**src/rtl/alu_cmd_sequencer.sv**
```systemverilog
// Command FIFO plus a one-at-a-time issue/capture sequencer in front of the registered ALU32.
// Each result is returned with its caller tag over a valid/ready port, in FIFO order.
module alu_cmd_sequencer #(
    parameter int WIDTH = 32,
    parameter int DEPTH = 4,
    parameter int TAG_W = 4
) (
    input  logic                     clk,
    input  logic                     rst,
    input  logic                     cmd_valid,
    output logic                     cmd_ready,
    input  logic [WIDTH-1:0]         cmd_a,
    input  logic [WIDTH-1:0]         cmd_b,
    input  logic [3:0]               cmd_func,
    input  logic [TAG_W-1:0]         cmd_tag,
    output logic [WIDTH-1:0]         alu_a,
    output logic [WIDTH-1:0]         alu_b,
    output logic [3:0]               alu_func,
    input  logic [WIDTH-1:0]         alu_result,
    output logic                     res_valid,
    input  logic                     res_ready,
    output logic [WIDTH-1:0]         res_data,
    output logic [TAG_W-1:0]         res_tag,
    output logic                     res_err,
    output logic [$clog2(DEPTH):0]   fifo_count,
    output logic                     busy
);
    localparam int PW = $clog2(DEPTH);
    localparam int CW = PW + 1;
    localparam logic [CW-1:0] FULL_COUNT = CW'(DEPTH);
    localparam logic [3:0] FUNC_DIV = 4'b0011;

    typedef enum logic [1:0] {IDLE, EXEC, CAPT, OUT} state_t;

    logic [WIDTH-1:0] mem_a [DEPTH];
    logic [WIDTH-1:0] mem_b [DEPTH];
    logic [3:0]       mem_func [DEPTH];
    logic [TAG_W-1:0] mem_tag [DEPTH];

    state_t           state_q, state_d;
    logic [PW-1:0]    wr_ptr_q, wr_ptr_d;
    logic [PW-1:0]    rd_ptr_q, rd_ptr_d;
    logic [CW-1:0]    count_q, count_d;
    logic [WIDTH-1:0] alu_a_q, alu_a_d;
    logic [WIDTH-1:0] alu_b_q, alu_b_d;
    logic [3:0]       alu_func_q, alu_func_d;
    logic [TAG_W-1:0] tag_q, tag_d;
    logic             err_q, err_d;
    logic             res_valid_q, res_valid_d;
    logic [WIDTH-1:0] res_data_q, res_data_d;
    logic [TAG_W-1:0] res_tag_q, res_tag_d;
    logic             res_err_q, res_err_d;
    logic             push;
    logic             issue;

    assign cmd_ready = (count_q != FULL_COUNT);
    assign push      = cmd_valid && cmd_ready;

    // Contents need no reset: the pointers alone decide what is valid.
    always_ff @(posedge clk) begin
        if (!rst && push) begin
            mem_a[wr_ptr_q]    <= cmd_a;
            mem_b[wr_ptr_q]    <= cmd_b;
            mem_func[wr_ptr_q] <= cmd_func;
            mem_tag[wr_ptr_q]  <= cmd_tag;
        end
    end

    always_comb begin
        state_d     = state_q;
        wr_ptr_d    = wr_ptr_q;
        rd_ptr_d    = rd_ptr_q;
        count_d     = count_q;
        alu_a_d     = alu_a_q;
        alu_b_d     = alu_b_q;
        alu_func_d  = alu_func_q;
        tag_d       = tag_q;
        err_d       = err_q;
        res_valid_d = res_valid_q;
        res_data_d  = res_data_q;
        res_tag_d   = res_tag_q;
        res_err_d   = res_err_q;
        issue       = 1'b0;

        case (state_q)
            IDLE: begin
                if (count_q != '0) begin
                    issue   = 1'b1;
                    state_d = EXEC;
                end
            end
            EXEC: state_d = CAPT;
            CAPT: begin
                res_data_d  = alu_result;
                res_tag_d   = tag_q;
                res_err_d   = err_q;
                res_valid_d = 1'b1;
                state_d     = OUT;
            end
            OUT: begin
                if (res_ready) begin
                    res_valid_d = 1'b0;
                    if (count_q != '0) begin
                        issue   = 1'b1;
                        state_d = EXEC;
                    end else begin
                        state_d = IDLE;
                    end
                end
            end
            default: state_d = IDLE;
        endcase

        if (issue) begin
            alu_a_d    = mem_a[rd_ptr_q];
            alu_b_d    = mem_b[rd_ptr_q];
            alu_func_d = mem_func[rd_ptr_q];
            tag_d      = mem_tag[rd_ptr_q];
            err_d      = (mem_func[rd_ptr_q] == FUNC_DIV) && (mem_b[rd_ptr_q] == '0);
            rd_ptr_d   = rd_ptr_q + PW'(1);
        end

        if (push) begin
            wr_ptr_d = wr_ptr_q + PW'(1);
        end

        // Push and pop together leave the occupancy unchanged.
        case ({push, issue})
            2'b10:   count_d = count_q + CW'(1);
            2'b01:   count_d = count_q - CW'(1);
            default: count_d = count_q;
        endcase
    end

    always_ff @(posedge clk) begin
        if (rst) begin
            state_q     <= IDLE;
            wr_ptr_q    <= '0;
            rd_ptr_q    <= '0;
            count_q     <= '0;
            alu_a_q     <= '0;
            alu_b_q     <= '0;
            alu_func_q  <= '0;
            tag_q       <= '0;
            err_q       <= 1'b0;
            res_valid_q <= 1'b0;
            res_data_q  <= '0;
            res_tag_q   <= '0;
            res_err_q   <= 1'b0;
        end else begin
            state_q     <= state_d;
            wr_ptr_q    <= wr_ptr_d;
            rd_ptr_q    <= rd_ptr_d;
            count_q     <= count_d;
            alu_a_q     <= alu_a_d;
            alu_b_q     <= alu_b_d;
            alu_func_q  <= alu_func_d;
            tag_q       <= tag_d;
            err_q       <= err_d;
            res_valid_q <= res_valid_d;
            res_data_q  <= res_data_d;
            res_tag_q   <= res_tag_d;
            res_err_q   <= res_err_d;
        end
    end

    assign alu_a      = alu_a_q;
    assign alu_b      = alu_b_q;
    assign alu_func   = alu_func_q;
    assign res_valid  = res_valid_q;
    assign res_data   = res_data_q;
    assign res_tag    = res_tag_q;
    assign res_err    = res_err_q;
    assign fifo_count = count_q;
    assign busy       = (state_q != IDLE);

endmodule

```
**config.mk**
```make
export PLATFORM = sky130hd
export DESIGN_NAME = alu_cmd_sequencer
export DESIGN_NICKNAME = d
export VERILOG_FILES = /design/src/rtl/alu_cmd_sequencer.sv
export SDC_FILE = /design/constraint.sdc
export NUM_CORES = 1
export LEC_CHECK = 0
export CAP_MARGIN = 20
export CELL_PAD_IN_SITES_DETAIL_PLACEMENT = 1
export CELL_PAD_IN_SITES_GLOBAL_PLACEMENT = 1
export CORE_AREA = 5 5 197 199
export CTS_CLUSTER_SIZE = 40
export DETAILED_ROUTE_END_ITERATION = 7
export DIE_AREA = 0 0 202 204
export GPL_TIMING_DRIVEN = 0
export PLACE_DENSITY_LB_ADDON = 0.1
export SYNTH_ARGS = -nofsm -noshare
export SYNTH_HDL_FRONTEND = slang
export SYNTH_SLANG_ARGS = --single-unit
```
**constraint.sdc**
```tcl
create_clock -name clk -period 2.9 [get_ports clk]
set_input_delay 0.725 -clock clk [delete_from_list [all_inputs] [get_ports clk]]
set_output_delay 0.725 -clock clk [all_outputs]
set_load 0.005 [all_outputs]
```
==> results.json, run 1 <==
{
  "hp-class": "flip-flop to flip-flop",
  "gp_congestion": 0.6899,
  "min_period_ns": 2.770,
  "reg2reg_depth": 11,
  "synthesis.instances": 898,
  "drc": 0,
  "clk_latency_ns": 0.56,
  "clk_pin_slew_ns": 0.06,
  "cts_sinks": 410,
  "cts_tree": "yes",
  "start_util": 0.4021,
  "first_iter_violations": 507,
  "cap_viol_max_count": 0,
  "synth_edf_count": 288,
  "routed_wl_um": 38090,
  "grt_pass1_wl_um": 57950,
  "slew_headroom": 0.3691,
  "yosys_warnings": 0,
  "dr.pass1.iters": 5,
  "finalCritPeriodShare": 0.9552,
  "syn-cell-area_mm2": 0.01490,
  "dpl_cell_area_mm2": 0.01778,
  "p_leak_nw": 6.339,
  "fp.dieW_um": 202,
  "critical_path.startpoint_type": "flip-flop",
  "htree_levels": 2,
  "via_per_inst": 5.098,
  "max_freq_ghz": 0.3610,
  "synth_area_per_cell_um2": 16.59,
  "rows": 71,
  "final_nets": 1284,
  "place_ws_ns": -0.9764,
  "switchingPower_mw": 5.345,
  "crit_required_ns": 3.39,
  "r2r_end": "fifo_count[2]",
  "design_area_mm2": 0.01944,
  "reg2reg_slack_ns": 0.13,
  "setup_slack_ns": 0.1301,
  "cts.root.buffer_cell": "clkbuf_16",
  "grt_overflow": 0,
  "critical_path.startpoint": "state_q[0]",
  "core_mm2": 0.03704,
  "grt_pass1_vias": 9181,
  "irDropWorstVdd_mv": 0.5564,
  "antenna_found_initial": 2,
  "ys_ff_latch": 410,
  "dp_hpwl_um": 24890,
  "switching_share": 0.2877,
  "critPathMaxFanout": 10,
  "power.density_mw_per_mm2": 955.6,
  "dp.cells": 1593,
  "endpoint": "fifo_count[2]",
  "hold_viol": 0,
  "fin_util": 0.5247,
  "cts.path.max_buffers": 3,
  "endpoint_kind": "flip-flop",
  "wl_per_cell_um": 22.69,
  "worstPathArrival_ns": 3.26,
  "outcome": "finished clean",
  "pwr-share-clk": 0.333,
  "grt_use_total": 0.1853,
  "antenna_cells": 0,
  "synth_nets": 1015,
  "ios": 219,
  "port_buffers": 217,
  "worst-setup-path-type": "flip-flop to flip-flop",
  "slew_viol_final": 0,
  "dieArea_mm2": 0.04121,
  "ant_nets": 0,
  "n_fill_cell": 3485,
  "seqPwrFrac": 0.407,
  "die_height_um": 204,
  "worst_clock_skew_ns": 0.01369,
  "rsz0062_at_grt": "no",
  "p_int_mw": 13.23,
  "fin_cells": 1679,
  "worst_slew_pin_slew_ns": 0.9464,
  "setup_violations": 0,
  "grt_max_degree": 45,
  "holdBufCountCts": 0,
  "vias": 8559,
  "power.total_mw": 18.57,
  "ys_types": 35,
  "area_delta_synth_final_pct": 30.49,
  "pwr-share-comb": 0.260,
  "layout-drive-gt1-share": 0.1402,
  "cts_made_buffers": 46,
  "async_reset_ff_frac": 0,
  "ys_seq_area_frac": 0.7446,
  "r2r_start": "state_q[0]",
  "synth_flop_cell": "edfxtp_1"
}
## critical path, stage by stage, from the launching register on
cell	delay [ns]
dfxtp_1	0.35
inv_1	0.08
ha_1	0.31
or3_4	0.44
inv_2	0.09
buf_6	0.16
ha_1	0.21
inv_1	0.06
fa_1	0.38
xor2_1	0.16
or3_1	0.31
a21oi_1	0.15
## per-layer routing
layer | vias to the layer above | GRT usage | part of all wire
met2 | 221 | 0.3001 | 0.48
met3 | 53 | 0.03761 | 0.047
met5 | - | 0 | 0.00068
met4 | 4 | 0.04614 | 0.017
met1 | 4364 | 0.2601 | 0.46
li1 | 3917 | - | -
## cell usage in the layout, fill, tap and decap left out, types with 7 or more instances in the layout
| cell | count |
|---|---|
| clkbuf_1 | 38 |
| clkdlybuf4s50_1 | 217 |
| mux4_2 | 66 |
| nor4_1 | 7 |
| dfxtp_1 | 121 |
| nor2_1 | 48 |
| clkbuf_16 | 50 |
| clkbuf_8 | 8 |
| clkinv_2 | 7 |
| inv_1 | 8 |
| mux2i_1 | 38 |
| a21oi_1 | 79 |
| buf_2 | 9 |
| edfxtp_1 | 288 |
| ha_1 | 8 |
| nand2_1 | 150 |
## synth_stat cells, drive strengths merged (2+ instances only)
library cell,count,area [um2]
ha,8,100.1
and2,4,25.02
mux4,72,1644
nor2b,2,12.51
buf,19,133.9
nand2,150,563.0
nor2,48,180.2
nor3,2,10.01
nand4,2,12.51
nor4,8,56.30
xnor2,2,17.52
mux2i,38,380.4
inv,9,33.78
a21oi,79,395.4
o21ai,2,10.00
clkbuf,31,126.4
edfxtp,288,8648
or3,2,12.51
xor2,3,26.28
dfxtp,122,2442
nand3,2,10.01
## metrics by stage
stage | hold WS, ns | TNS (ns)
after floorplan | 0.4360 | 0
after global placement | 0.4420 | -264.14
after detailed placement | 0.4510 | -16.49
after CTS | 0.4571 | 0
after global routing | 0.4792 | 0
final | 0.4560 | 0
## power groups by stage
stage	Combinational (mW)	Clock [mW]	Sequential, mW
2_1_floorplan	2.43	0	7.61
3_3_place_gp	4.81	0	7.67
3_5_place_dp	4.90	0	7.69
4_1_cts	4.95	6.33	7.57
5_1_grt	5.31	6.58	7.65
6_report	4.83	6.18	7.56
## layout make-up
class | count | area (um2) | area share
sequential | 410 | 11090 | 0.5706
timing repair buffer | 221 | 2282 | 0.1174
multi-input combinational | 429 | 3526 | 0.1814
clock inverter | 20 | 261.5 | 0.01345
tap | 474 | 593.1 | 0.03051
inverter | 9 | 33.78 | 0.001738
clock buffer | 66 | 1381 | 0.07107
buffer | 50 | 267.8 | 0.01378
## state kept, by name (all words and copies together), names as in the netlist, named ones only
signal      cells
mem_a         128
mem_b         128
alu_a          32
alu_b          32
res_data       32
mem_func       16
mem_tag        16
alu_func        4
res_tag         4
tag_q           4
fifo_count      3
rd_ptr_q        2
state_q         2
wr_ptr_q        2
err_q           1
res_err         1
res_valid       1
## cell families after synthesis
group | after synthesis | share of synthesized area
muxes | 110 | 0.1359
DFF | 410 | 0.7446
buffers and inverters | 59 | 0.01974
adders and majority gates | 9 | 0.008064
xor gates and xnor gates | 5 | 0.002940
and+or+nand+nor | 221 | 0.05972
AOI/OAI and AO/OA | 84 | 0.02906
## timing repair
| action | CTS | global route |
|---|---|---|
| setup endpoints to repair | 2 | 1 |
| buffers inserted | 0 | 0 |
| gates resized for setup | 3 | 3 |
| cloned | 0 | 0 |
## worst min path at each step
stage | startpoint | to | slack, ns | cells past startpoint
after floorplan | tag_q[0] | tag_q[0] | 0.44 | 2
after global placement | alu_a[21] | alu_a[21] | 0.44 | 2
after detailed placement | alu_a[16] | alu_a[16] | 0.45 | 2
after CTS | alu_a[3] | alu_a[3] | 0.46 | 2
after global routing | alu_a[12] | alu_a[12] | 0.48 | 2
final | alu_b[15] | alu_b[15] | 0.46 | 2
No activity file was read; power rests on OpenSTA's default activity.
==> run 2, diff against run 1 <==
clock period = 2.35 ns   (was 2.9 ns; I/O delays follow)
==> results.json, run 2 (synthesized netlist as in run 1, its figures left out) <==
{
  "worst_clock_skew_ns": 0.01434,
  "grt_pass1_wl_um": 59150,
  "clk_pin_slew_ns": 0.06,
  "min_period_ns": 2.435,
  "switchingPower_mw": 6.595,
  "antenna_cells": 0,
  "rows": 71,
  "final_common_cell": "edfxtp_1",
  "crit_required_ns": 2.83,
  "outcome": "complete, but fails checks",
  "max_stage_delay_ns": 0.42,
  "final_nets": 1300,
  "antenna_found_initial": 3,
  "htree_levels": 2,
  "slew_viol_final": 0,
  "routed_wl_um": 39460,
  "via_per_inst": 5.102,
  "hp-class": "flip-flop to flip-flop",
  "cts_sinks": 410,
  "drc": 0,
  "cpLargestDelayFamily": "simple AND/OR/NAND/NOR gates",
  "n_fill_cell": 3570,
  "setup_slack_ns": -0.08477,
  "cts_tree": "yes",
  "ant_nets": 0,
  "start_util": 0.4021,
  "p_int_mw": 15.73,
  "hold_viol": 0,
  "p_leak_nw": 6.362,
  "worst-setup-path-type": "flip-flop to flip-flop",
  "rsz0062_at_grt": "yes",
  "cap_viol_max_count": 0,
  "area_delta_synth_final_pct": 30.45,
  "critPathMaxFanout": 4,
  "die_height_um": 204,
  "holdBufCountCts": 0,
  "finalCritPeriodShare": 1.036,
  "cp_num_buf_inv": 4,
  "port_buffers": 217,
  "ios": 219,
  "dieArea_mm2": 0.04121,
  "first_iter_violations": 426,
  "vias": 8632,
  "pwr-share-clk": 0.299,
  "cts.path.max_buffers": 3,
  "critical_path.cell_chain": "inv_4, ha_4, or3_4, inv_4, clkbuf_16, ha_4, inv_2, fa_2, xor2_1, or3_1, a21oi_1",
  "worst_slew_pin_slew_ns": 0.8938,
  "seqPwrFrac": 0.419,
  "gp_congestion": 0.7048,
  "pwr-share-comb": 0.282,
  "max_freq_ghz": 0.4107,
  "slew_headroom": 0.4041,
  "final_cell_mix": "edfxtp_1, clkdlybuf4s50_1, nand2_1",
  "largestRegisters": "mem_a: 128 flops, mem_b: 128 flops",
  "irDropWorstVdd_mv": 0.6497,
  "clk_latency_ns": 0.57,
  "dr.pass1.iters": 5,
  "grt_pass1_vias": 9274,
  "finalSetupTns_ns": -0.08477,
  "slowest_stage": "or3_4",
  "critical_path.startpoint_type": "flip-flop",
  "wl_per_cell_um": 23.32,
  "core_mm2": 0.03704,
  "place_ws_ns": -0.8337,
  "layout-drive-gt1-share": 0.1642,
  "cts.root.buffer_cell": "clkbuf_16",
  "worstPathArrival_ns": 2.91,
  "endpoint_kind": "flip-flop",
  "switching_share": 0.2954,
  "power.density_mw_per_mm2": 1149,
  "fp.dieW_um": 202,
  "grt_use_total": 0.1919,
  "setup_violations": 1,
  "dp_hpwl_um": 25380,
  "cts_made_buffers": 44,
  "violations": "setup timing",
  "grt_max_degree": 50,
  "grt_overflow": 0
}
## run 2: changes by cell type in the layout (fill, tap and decap cells not counted), sizes merged
cell | before | now
clkinv | 9 | 22
buf | 24 | 35
clkbuf | 96 | 87
and2 | 4 | 10
bufinv | 6 | 2
clkinvlp | 4 | 1
clkdlybuf4s50 | 217 | 215
dlygate4sd2 | 0 | 2
inv | 10 | 9
## run 2: final timing paths
kind / endpoint / slack (ns) / startpoint / cells past startpoint
worst max register to register: fifo_count[2] / -0.08 / state_q[1] / 11
worst min register to register: alu_a[29] / 0.46 / alu_a[29] / 2
worst max-delay path: fifo_count[2] / -0.08 / state_q[1] / 11
worst min-delay path: alu_a[29] / 0.46 / alu_a[29] / 2
## run 2: timing repair
action                                  CTS  global route
setup buffers                             7             5
gates resized for setup                  26            11
pin swaps                                 6             2
endpoints found under the setup margin  222           109
gates cloned                              6             0
## run 2: metal layers
metal	vias to the layer above	part of all wire	track usage	wire length (um)
li1	3951	-	-	-
met1	4381	0.42	0.2476	16520
met2	232	0.50	0.3283	19870
met3	62	0.054	0.04062	2136
met4	6	0.022	0.05933	887
met5	-	0.0010	0	41
## run 2: tightest hold or removal path, cell delays in order (launching register included)
cell and delay [ns]:
dfxtp_1 0.31, nand2_1 0.05, a21oi_1 0.05
## run 2: stage by stage
| stage | std cells | hold slack [ns] | cell area [um2] | power, mW | util |
|---|---|---|---|---|---|
| floorplan | 898 | 0.4360 | 14930 | 12.47 | - |
| global placement | 1589 | 0.4432 | 17700 | 15.46 | 0.4777 |
| detailed placement | 1593 | 0.4492 | 17800 | 15.58 | 0.4804 |
| CTS | 1687 | 0.4570 | 19370 | 22.60 | 0.5228 |
| global route | 1692 | 0.4742 | 19430 | 23.55 | 0.5245 |
| finish | 1692 | 0.4552 | 19430 | 22.33 | 0.5245 |
## run 2: power by group through the flow
| stage | Clock (mW) | Combinational (mW) | Sequential, mW |
|---|---|---|---|
| after global placement | 0 | 5.97 | 9.49 |
| after global routing | 7.20 | 6.88 | 9.47 |
| final | 6.68 | 6.29 | 9.36 |
| after CTS | 6.85 | 6.38 | 9.37 |
| after floorplan | 0 | 3.07 | 9.39 |
| after detailed placement | 0 | 6.08 | 9.50 |
## run 2: area by class of cell
cell class / instances / area (um2) / area share
sequential: 410 / 11100 / 0.5712
multi-input combinational: 435 / 3640 / 0.1873
timing repair buffer: 233 / 2355 / 0.1212
clock buffer: 56 / 1229 / 0.06323
tap: 474 / 593.1 / 0.03052
buffer: 50 / 300.3 / 0.01545
clock inverter: 25 / 175.2 / 0.009015
inverter: 9 / 41.29 / 0.002125
